File: config.mk
export PLATFORM = sky130hd
export DESIGN_NAME = vliw_imem_fetch
export DESIGN_NICKNAME = d
export VERILOG_FILES = /design/src/rtl/vliw_pkg.sv /design/src/rtl/vliw_imem_lane_sel.sv /design/src/rtl/vliw_imem_fetch.sv
export SDC_FILE = /design/constraint.sdc
export NUM_CORES = 1
export LEC_CHECK = 0
export BUFFER_PORTS_ARGS = -buffer_cell sky130_fd_sc_hd__buf_2
export CORE_MARGIN = 2
export CORE_UTILIZATION = 35
export CTS_CLUSTER_SIZE = 8
export DETAILED_ROUTE_END_ITERATION = 8
export PLACE_DENSITY = 0.59
export SLEW_MARGIN = 40
export SYNTH_ARGS = -nofsm -noshare
export SYNTH_HDL_FRONTEND = slang
export SYNTH_HIERARCHICAL = 1
export SYNTH_SLANG_ARGS = --single-unit
File: constraint.sdc
create_clock -name clk -period 3.22 [get_ports clk]
set_clock_uncertainty 0.15 [all_clocks]
set_input_delay 0.966 -clock clk [delete_from_list [all_inputs] [get_ports clk]]
set_output_delay 0.966 -clock clk [all_outputs]
set_load 0.02 [all_outputs]
File: src/rtl/vliw_pkg.sv
// Shared types and helpers for the VLIW instruction-memory fetch block.
package vliw_pkg;

    typedef enum logic [1:0] {
        PROG  = 2'd0,
        RUN   = 2'd1,
        DRAIN = 2'd2
    } state_t;

    localparam int HW_WIDTH_DEF = 16;
    localparam int DEPTH_DEF    = 32;
    localparam int ISSUE_DEF    = 2;

    typedef struct packed {
        logic        hit;
        logic [31:0] idx;
    } lane_pick_t;

    // Maps a lane address onto a storage index; a miss means the lane reads as zero.
    function automatic lane_pick_t lane_pick(input logic [31:0] a, input logic [31:0] depth,
                                             input logic wrap);
        lane_pick_t p;
        p.hit = 1'b0;
        p.idx = '0;
        if (a < depth) begin
            p.hit = 1'b1;
            p.idx = a;
        end else if (wrap) begin
            p.hit = 1'b1;
            p.idx = a - depth;
        end
        return p;
    endfunction

endpackage

File: src/rtl/vliw_imem_lane_sel.sv
// One bundle lane: selects mem[pc+LANE] with wrap-or-zero handling past the end.
module vliw_imem_lane_sel
    import vliw_pkg::*;
#(
    parameter int HW_WIDTH = HW_WIDTH_DEF,
    parameter int DEPTH    = DEPTH_DEF,
    parameter int WRAP     = 0,
    parameter int LANE     = 0,
    localparam int AW      = (DEPTH > 1) ? $clog2(DEPTH) : 1
) (
    input  logic [HW_WIDTH-1:0] mem [DEPTH],
    input  logic [AW-1:0]       pc,
    output logic [HW_WIDTH-1:0] data
);

    logic [AW+3:0] addr;
    lane_pick_t    pick;

    always_comb begin
        addr = (AW+4)'(pc) + (AW+4)'(LANE);
        pick = lane_pick(32'(addr), 32'(DEPTH), WRAP != 0);
        data = '0;
        for (int unsigned i = 0; i < DEPTH; i++) begin
            if (pick.hit && pick.idx == 32'(i))
                data = mem[i[AW-1:0]];
        end
    end

endmodule

File: src/rtl/vliw_imem_fetch.sv
// Instruction memory with a halted-core load port and a stallable one-cycle bundle fetch port.
module vliw_imem_fetch
    import vliw_pkg::*;
#(
    parameter int HW_WIDTH = HW_WIDTH_DEF,
    parameter int DEPTH    = DEPTH_DEF,
    parameter int ISSUE    = ISSUE_DEF,
    parameter int WRAP     = 0,
    localparam int AW      = (DEPTH > 1) ? $clog2(DEPTH) : 1
) (
    input  logic                      clk,
    input  logic                      reset,
    input  logic                      ld_valid,
    input  logic [AW-1:0]             ld_addr,
    input  logic [HW_WIDTH-1:0]       ld_data,
    output logic                      ld_ready,
    input  logic                      go,
    input  logic                      halt,
    input  logic                      fetch_req,
    input  logic [AW-1:0]             fetch_pc,
    output logic                      fetch_ready,
    output logic                      bundle_valid,
    output logic [ISSUE*HW_WIDTH-1:0] bundle,
    input  logic                      bundle_ready,
    output logic                      oob_err,
    output logic [1:0]                state
);

    localparam logic [AW:0] DEPTH_W = (AW+1)'(DEPTH);

    state_t                     st;
    logic [HW_WIDTH-1:0]        mem  [DEPTH];
    logic [HW_WIDTH-1:0]        lane [ISSUE];
    logic [ISSUE*HW_WIDTH-1:0]  next_bundle;
    logic                       ld_fire;
    logic                       fetch_fire;
    logic                       ld_in_range;
    logic                       pc_in_range;

    for (genvar k = 0; k < ISSUE; k++) begin : g_lane
        vliw_imem_lane_sel #(
            .HW_WIDTH(HW_WIDTH),
            .DEPTH   (DEPTH),
            .WRAP    (WRAP),
            .LANE    (k)
        ) u_lane (
            .mem (mem),
            .pc  (fetch_pc),
            .data(lane[k])
        );
    end

    always_comb begin
        ld_ready    = (st == PROG);
        // halt blocks acceptance in the same cycle so no new bundle enters the drain
        fetch_ready = (st == RUN) && !halt && (!bundle_valid || bundle_ready);
        ld_fire     = ld_valid && ld_ready;
        fetch_fire  = fetch_req && fetch_ready;
        ld_in_range = {1'b0, ld_addr} < DEPTH_W;
        pc_in_range = {1'b0, fetch_pc} < DEPTH_W;
        state       = st;
        next_bundle = '0;
        for (int unsigned k = 0; k < ISSUE; k++) begin
            if (pc_in_range)
                next_bundle[k*HW_WIDTH +: HW_WIDTH] = lane[k];
        end
    end

    always_ff @(posedge clk) begin
        if (reset) begin
            st           <= PROG;
            bundle_valid <= 1'b0;
            bundle       <= '0;
            oob_err      <= 1'b0;
            mem          <= '{default: '0};
        end else begin
            if (ld_fire) begin
                if (ld_in_range)
                    mem[ld_addr] <= ld_data;
                else
                    oob_err <= 1'b1;
            end

            if (fetch_fire) begin
                bundle_valid <= 1'b1;
                bundle       <= next_bundle;
                if (!pc_in_range)
                    oob_err <= 1'b1;
            end else if (bundle_valid && bundle_ready) begin
                bundle_valid <= 1'b0;
            end

            unique case (st)
                PROG:    if (go) st <= RUN;
                RUN:     if (halt) st <= DRAIN;
                DRAIN:   if (!bundle_valid || bundle_ready) st <= PROG;
                default: st <= PROG;
            endcase
        end
    end

endmodule

Word-level counts from Yosys, hierarchy flattened:

Cells that the tools add are included.

* register bits after elaboration: 547
* input port bits: 33
* word-level logic and storage cells: 261

* $add $sub $neg: 1
* order comparisons: 4
* equal/unequal tests: 67
* muxes and demuxes: 75
* bitwise operators: 1
* reduce and logical (&&, ||, !) cells: 78

Operator list (count)
* $mux 16: 65
* $eq 32x5->1 const B: 32
* $bwmux 512: 1
* $eq 32x4->1 const B: 16
* $eq 32x3->1 const B: 8
* $eq 32x2->1 const B: 4
* $demux 16 s5: 1
* $logic_and 1x1->1: 70
* $mux 33: 2
* $eq 32x1->1 const B: 2
* $logic_not 32->1: 2
* $lt 9x6->1 const B: 1
* $add 5x1->6 const B: 1
* $ge 6x6->1 const B: 1
* $lt 5x6->1 const B: 1
* $lt 6x1->1 const B: 1
* $mux 2: 3
* $not 5->6: 1
* $pmux 2 s3: 1
* $ne 2x2->1 const B: 2
* $reduce_and 3->1: 1
* $eq 2x1->1 const B: 1
* $eq 2x2->1 const B: 1
* $logic_not 1->1: 2
* 5 further kinds: 6

Logic depth before layout (Yosys ltp):

Gate-level depths: netlist (run 1).

* depth after elaboration: 37
* gate-level depth with buffers: 14
* gate-level depth less buffers: 11

Cells and area by module:

Netlist (run 1), hierarchy kept.

Modules (own cells, without submodules)
* vliw_imem_fetch: times used 1, cells an instance 1904, area each 21130.3 um2, sequential area each 10950.5 um2
* vliw_imem_lane_sel at g_lane[0].u_lane: times used 1, cells an instance 894, area each 6109.6 um2, sequential area each 0.0 um2
* vliw_imem_lane_sel at g_lane[1].u_lane: times used 1, cells an instance 824, area each 5061.1 um2, sequential area each 0.0 um2

Worst setup path before layout (run 1):

Ideal clock, no wire load.

* path kind: input to register
* start point: in fetch_pc[0]
* end point: reg bundle[31]
* data arrival time: 3.033 ns
* data required time: 2.998 ns
* slack: -0.035 ns
* stages on the path: 12
* path through: ha_1 -> buf_4 -> nand2b_1 -> buf_2 -> or4_1 -> o21ai_2 -> a221oi_1 -> a31oi_1 -> nor3_1 -> o41ai_2 -> nand2b_1 -> mux2i_1

RTL lines
* from (decl): RTL line vliw_imem_fetch.sv:20 `input logic [AW-1:0] fetch_pc,`
* to (signal assigned): RTL line vliw_imem_fetch.sv:86 `bundle <= next_bundle;`
* to (decl): RTL line vliw_imem_fetch.sv:23 `output logic [ISSUE*HW_WIDTH-1:0] bundle,`

==> flow_summary.ini, run 1 <==
[outcome]
run_status = complete, but fails checks
violations = negative setup slack

[power_and_ir_drop]
ir_worst_vdd_uv = 373
p_leak_nw = 19.1
power_density_mw_per_mm2 = 424

[logic_synthesis]
ys_seq_area_frac = 0.339
ys_async_sr_fraction = 0
synth_top_cell_by_area = dfxtp_1
ys_ff_latch = 547
synth-edff-count = 0
syn_nets = 3656
syn_inst = 3622
synth_area_leaders = dfxtp_1 (34%), mux2i_1 (19%), nand2b_1 (12%)
synth_ff_type = dfxtp_1
avgSynthCellArea_um2 = 8.92
yosysWarnings = 6
synthDominantCellAreaShare = 0.339
synth.distinct_cells = 109
synthesis.area_mm2 = 0.0323

[cells_and_area]
final_common_cell = buf_4
num-nets-final = 4206
design_area_mm2 = 0.0418
areaGrowthSynthToFinish_pct = 29.3
final_util = 0.456
drive_gt1_frac = 0.263
layout_common_cells = buf_4 (642), mux2i_1 (627), nand2b_1 (601)

[grt]
grt_pass1_vias = 32000
grt_busiest_layer = met2
grt_antenna_before_repair = 5
grt.met1_usage = 0.477
grt_overflow = 0
grt_pass1_wl_um = 247000
grt_max_degree = 118
track_usage = 0.365
grt_use_met3 = 0.0963
use_met2 = 0.533

[timing]
maxSlewViolCount = 0
finalCritPeriodShare = 1.01
max_slew_margin = 0.483
rsz0062_at_grt = yes
fin_crit_ps = 3260
timing.fmax_mhz = 307
final.setup.tns_ps = -97.4
setup_viol = 4
fin_ws_ps = -41.3
finalHoldViolations = 0
tightest_slew_ps = 770

[critical_path]
worst_path_max_delay_cell = a222oi_1
rr_endpoint = bundle[4]
path_max_fanout = 9
start_kind = primary input
r2r_slack_ps = 470
end_kind = flop
cp.arrival_ps = 3660
r2r_cells = 10
r2r-start = mem[468]
cp_slowest_stage_delay_ps = 440
path_cells = clkbuf_8 -> ha_4 -> inv_2 -> buf_6 -> o21ai_4 -> buf_4 -> nor2_1 -> buf_12 -> nand2_1 -> nand4_1 -> a222oi_1 -> buf_4 -> o21ai_2 -> nand2b_1 -> mux2i_1
cp_common_cell = buf_4
worstSetupPathType = primary input to flop
crit_required_ps = 3620

[worst_hold_path]
hold_path_depth = 2
holdPathEnd = bundle[5]
hp-class = flop to flop
hold_start = bundle[5]

[job]
max_cap_viol_count = 0

[clock_tree]
numCtsBuffers = 79
cts_tree = built
cts_hold_buf = 0
clkTransAtPathRegs_ps = 50
root_buffer = clkbuf_16
insertion_delay_ps = 680
cts_sinks = 547
clk_path_buf_depth = 3
htreeDepth = 3

[detailed_routing]
viasPerCell = 6.23
vias = 33500
routedWlPerCell_um = 33.0
antenna_left = 0
first_pass_iters = 8
drc = 0
finalWirelength_um = 177000
drt_iter0_markers = 4328

[placement]
dp_hpwl_um = 134000
place.gp.congestion = 1.07
port-buffer-count = 69
placed_cell_area_mm2 = 0.0389

[die]
die_area_mm2 = 0.0947
rows = 111
ios = 71
initial_utilization = 0.353
die_h_um = 308
fp.dieW_um = 308
coreArea_mm2 = 0.0915
-- cell type report --
cell class | count | area (um^2)
Sequential cell | 547 | 11000
Multi-Input combinational cell | 2725 | 20200
Timing Repair Buffer | 804 | 6960
Fill cell | 9078 | 49700
Clock buffer | 89 | 2080
Clock inverter | 6 | 86.3
Inverter | 15 | 56.3
Tap cell | 1186 | 1480
Antenna cell | 2 | 5.00
-- per-layer routing --
layer | routed length, um | vias up
met5 | 55 | -
met1 | 72200 | 16600
met2 | 73200 | 2058
li1 | - | 14300
met4 | 12900 | 8
met3 | 18800 | 561
-- cells by family after synthesis --
group,Yosys count,share of synthesized area
XOR/XNOR,1,0.000271
AO/OA/AOI/OAI,835,0.177
other,1,0.000116
adder cells (fa/ha/maj),1,0.000387
buffers and inverters,350,0.0525
AND/OR/NAND/NOR,1201,0.210
multiplexers,686,0.221
flip-flops,547,0.339
-- how the worst max path moves through the flow --
stage	start	endpoint	slack, ps	depth (start not counted)
3_3_place_gp	fetch_pc[0]	bundle[21]	-1470	15
3_5_place_dp	fetch_pc[1]	bundle[21]	-1040	16
2_1_floorplan	fetch_pc[0]	bundle[31]	1	12
6_report	fetch_pc[1]	bundle[21]	-40	15
4_1_cts	fetch_pc[1]	bundle[21]	-40	16
5_1_grt	fetch_pc[0]	bundle[21]	-90	16
-- critical path, delay by kind of cell --
| kind | cells | cell delay [ps] |
|---|---|---|
| buffers and inverters | 6 | 1110 |
| AO/OA/AOI/OAI | 3 | 780 |
| adder cells (fa/ha/maj) | 1 | 320 |
| AND/OR/NAND/NOR | 4 | 410 |
| multiplexers | 1 | 60 |
-- Yosys cell counts (all sizes together), types with 16 or more instances --
cell    count
clkbuf    166
nand2     192
o221ai     29
a31oi      32
nor2b      19
a32oi      19
a211oi     32
mux2       43
mux4       16
nor3       42
nor2      158
a21o       20
mux2i     627
o22ai      93
buf       169
a221oi     32
nand2b    611
nand4      21
nand3      60
a21oi     163
o211ai     26
a22oi      38
dfxtp     547
o21ai     177
-- power breakdown --
part / internal (mW) / total [mW] / switching [mW]
Sequential: 6.83 / 6.89 / 0.0648
Clock: 4.50 / 7.71 / 3.21
Combinational: 1.25 / 3.12 / 1.88
Total: 12.6 / 17.7 / 5.15
-- through the flow --
stage	power [mW]	cells	worst slack [ps]	hold slack (ps)
2_1_floorplan	8.29	3622	1.37	307
5_1_grt	18.1	5372	-92.0	330
3_3_place_gp	9.92	5264	-1470	306
4_1_cts	17.6	5362	-41.4	322
6_report	17.7	5374	-41.3	320
3_5_place_dp	9.91	5265	-1040	312
-- state kept, by name (all words and copies together), names as in the netlist --
register and cells:
state 2, mem 512, bundle_valid 1, bundle 32
-- what timing repair did --
item                                    in CTS  in global routing
pin swaps                                    9                 16
endpoints found under the setup margin      18                 29
gates resized for setup                     26                 94
buffers inserted                             2                  9
cloned                                       0                  2
(Power assumes the default switching activity.)
==> run 2, diff against run 1 <==
CORE_MARGIN = 5   (was 2)
CORE_UTILIZATION = 45   (was 35)
PLACE_DENSITY = 0.71   (was 0.59)
==> run 2 against run 1 <==
  * Fmax shrank 0.77%
  * Clock power grew 0.8%
  * Routed wire length grew 0.54%
  * Power grew 0.12%
  * The run still ends with negative setup slack left
  * Critical path type unchanged
  * Register-to-register slack lost 20 ps
==> flow_summary.ini, run 2 (synthesis gave the netlist of run 1 again) <==
[clock_tree]
clkTransAtPathRegs_ps = 50
clk_path_buf_depth = 3
insertion_delay_ps = 660
cts_sinks = 547
cts_hold_buf = 0
cts_tree = built
root_buffer = clkbuf_16
htreeDepth = 3
numCtsBuffers = 79

[placement]
pre_cts_ws_ps = -1140
place.gp.congestion = 1.09
dp_hpwl_um = 135000
port-buffer-count = 69

[critical_path]
r2r_cells = 12
crit_required_ps = 3650
path_max_fanout = 6
end_kind = flop
path_depth = 15
cp_common_cell = buf_4
r2r_slack_ps = 450
worstSetupPathType = primary input to flop
cp_slowest_stage_delay_ps = 520
cp_top_family = compound AO/OA/AOI/OAI gates
path_cells = buf_6 -> buf_4 -> and2_2 -> o21ai_4 -> nand2_2 -> buf_4 -> buf_4 -> o32ai_2 -> o311ai_2 -> a211oi_2 -> buf_4 -> nor4_1 -> nor3_1 -> nand2b_1 -> mux2i_1
start_kind = primary input
worst_path_max_delay_cell = a211oi_2
cp.arrival_ps = 3710
crit_buf_inv = 5

[timing]
rsz0062_at_grt = yes
setup_viol = 5
finalHoldViolations = 0
whs_ps = 327
tightest_slew_ps = 803
timing.fmax_mhz = 304
fin_crit_ps = 3290
fin_ws_ps = -66.5
maxSlewViolCount = 0
max_slew_margin = 0.461
finalCritPeriodShare = 1.02
final.setup.tns_ps = -117

[power_and_ir_drop]
ir_worst_vdd_uv = 415
power_mw = 17.7
combPwrFrac = 0.173
switchingPower_mw = 5.16
power_density_mw_per_mm2 = 432
clkPwrFrac = 0.438
swShare = 0.291
seqPwrFrac = 0.389
p_leak_nw = 19.0
p_int_mw = 12.6

[detailed_routing]
routedWlPerCell_um = 34.7
finalWirelength_um = 178000
vias = 34100
drt_iter0_markers = 5708
viasPerCell = 6.64
antenna_left = 0
first_pass_iters = 8
drc = 0

[cells_and_area]
layout_common_cells = buf_4 (675), mux2i_1 (627), nand2b_1 (601)
largest_reg_flops = 512
regMostFlops = mem
final_util = 0.575
num-nets-final = 4206
drive_gt1_frac = 0.260
final_common_cell = buf_4
areaGrowthSynthToFinish_pct = 27.1

[outcome]
violations = negative setup slack
run_status = complete, but fails checks

[die]
die_h_um = 278
coreArea_mm2 = 0.0714
rows = 98
die_area_mm2 = 0.0772
fp.dieW_um = 278
initial_utilization = 0.453
ios = 71

[grt]
grt_pass1_vias = 31900
track_usage = 0.438
grt_max_degree = 141
grt_antenna_before_repair = 5
grt_pass1_wl_um = 247000
grt_overflow = 0

[worst_hold_path]
hold_path_depth = 2
hp-class = flop to flop

[job]
max_cap_viol_count = 0
## run 2: cell count changes in the layout (fill, tap and decap cells not counted), sizes merged
cell	previous run	this run
clkbuf	92	85
buf	801	803
bufinv	0	1
clkinv	3	4
diode	2	3
## run 2: path summary, 6_finish.rpt
check / from / to
min: bundle[8] / bundle[8]
min reg2reg: bundle[8] / bundle[8]
max reg2reg: mem[437] / bundle[5]
max: fetch_pc[1] / bundle[27]
## run 2: power groups by stage
stage / Clock, mW / Combinational (mW) / Sequential (mW)
6_report: 7.77 / 3.08 / 6.90
5_1_grt: 8.15 / 3.09 / 6.89
4_1_cts: 7.86 / 2.87 / 6.89
3_5_place_dp: 0 / 2.84 / 7.03
3_3_place_gp: 0 / 2.86 / 7.03
2_1_floorplan: 0 / 1.29 / 7.00
## run 2: area by class of cell
cell class / count / area, um^2
repair buffers: 804 / 6570
multi-input cells: 2725 / 20100
clock buffers: 84 / 2040
clock inverters: 8 / 171
diodes: 3 / 7.51
well taps: 950 / 1190
inverters: 15 / 56.3
flip-flops and latches: 547 / 11000
fillers: 6542 / 30300
## run 2: layer usage
layer  global-route usage  up-vias  part of all wire
li1                     -    14200                 -
met3                0.132      560              0.13
met2                0.606     2569              0.39
met5                    0        -           0.00015
met4                0.243        4             0.073
met1                0.607    16700              0.41
## run 2: worst min-delay path: stages, from the launching register on
cell	delay, ps
dfxtp_1	300
nand2b_1	60
mux2i_1	60
## run 2: per-stage QoR
step                instances  instance area [um^2]
finish                   5136                 41100
detailed placement       5036                 38400
floorplan                3622                 32300
CTS                      5128                 40700
global route             5133                 41100
global placement         5036                 38400
## run 2: what timing repair did
item	CTS	global route
setup endpoints to repair	17	29
resized for setup	29	64
pin swaps	2	18
cloned	0	1
buffers inserted	0	4
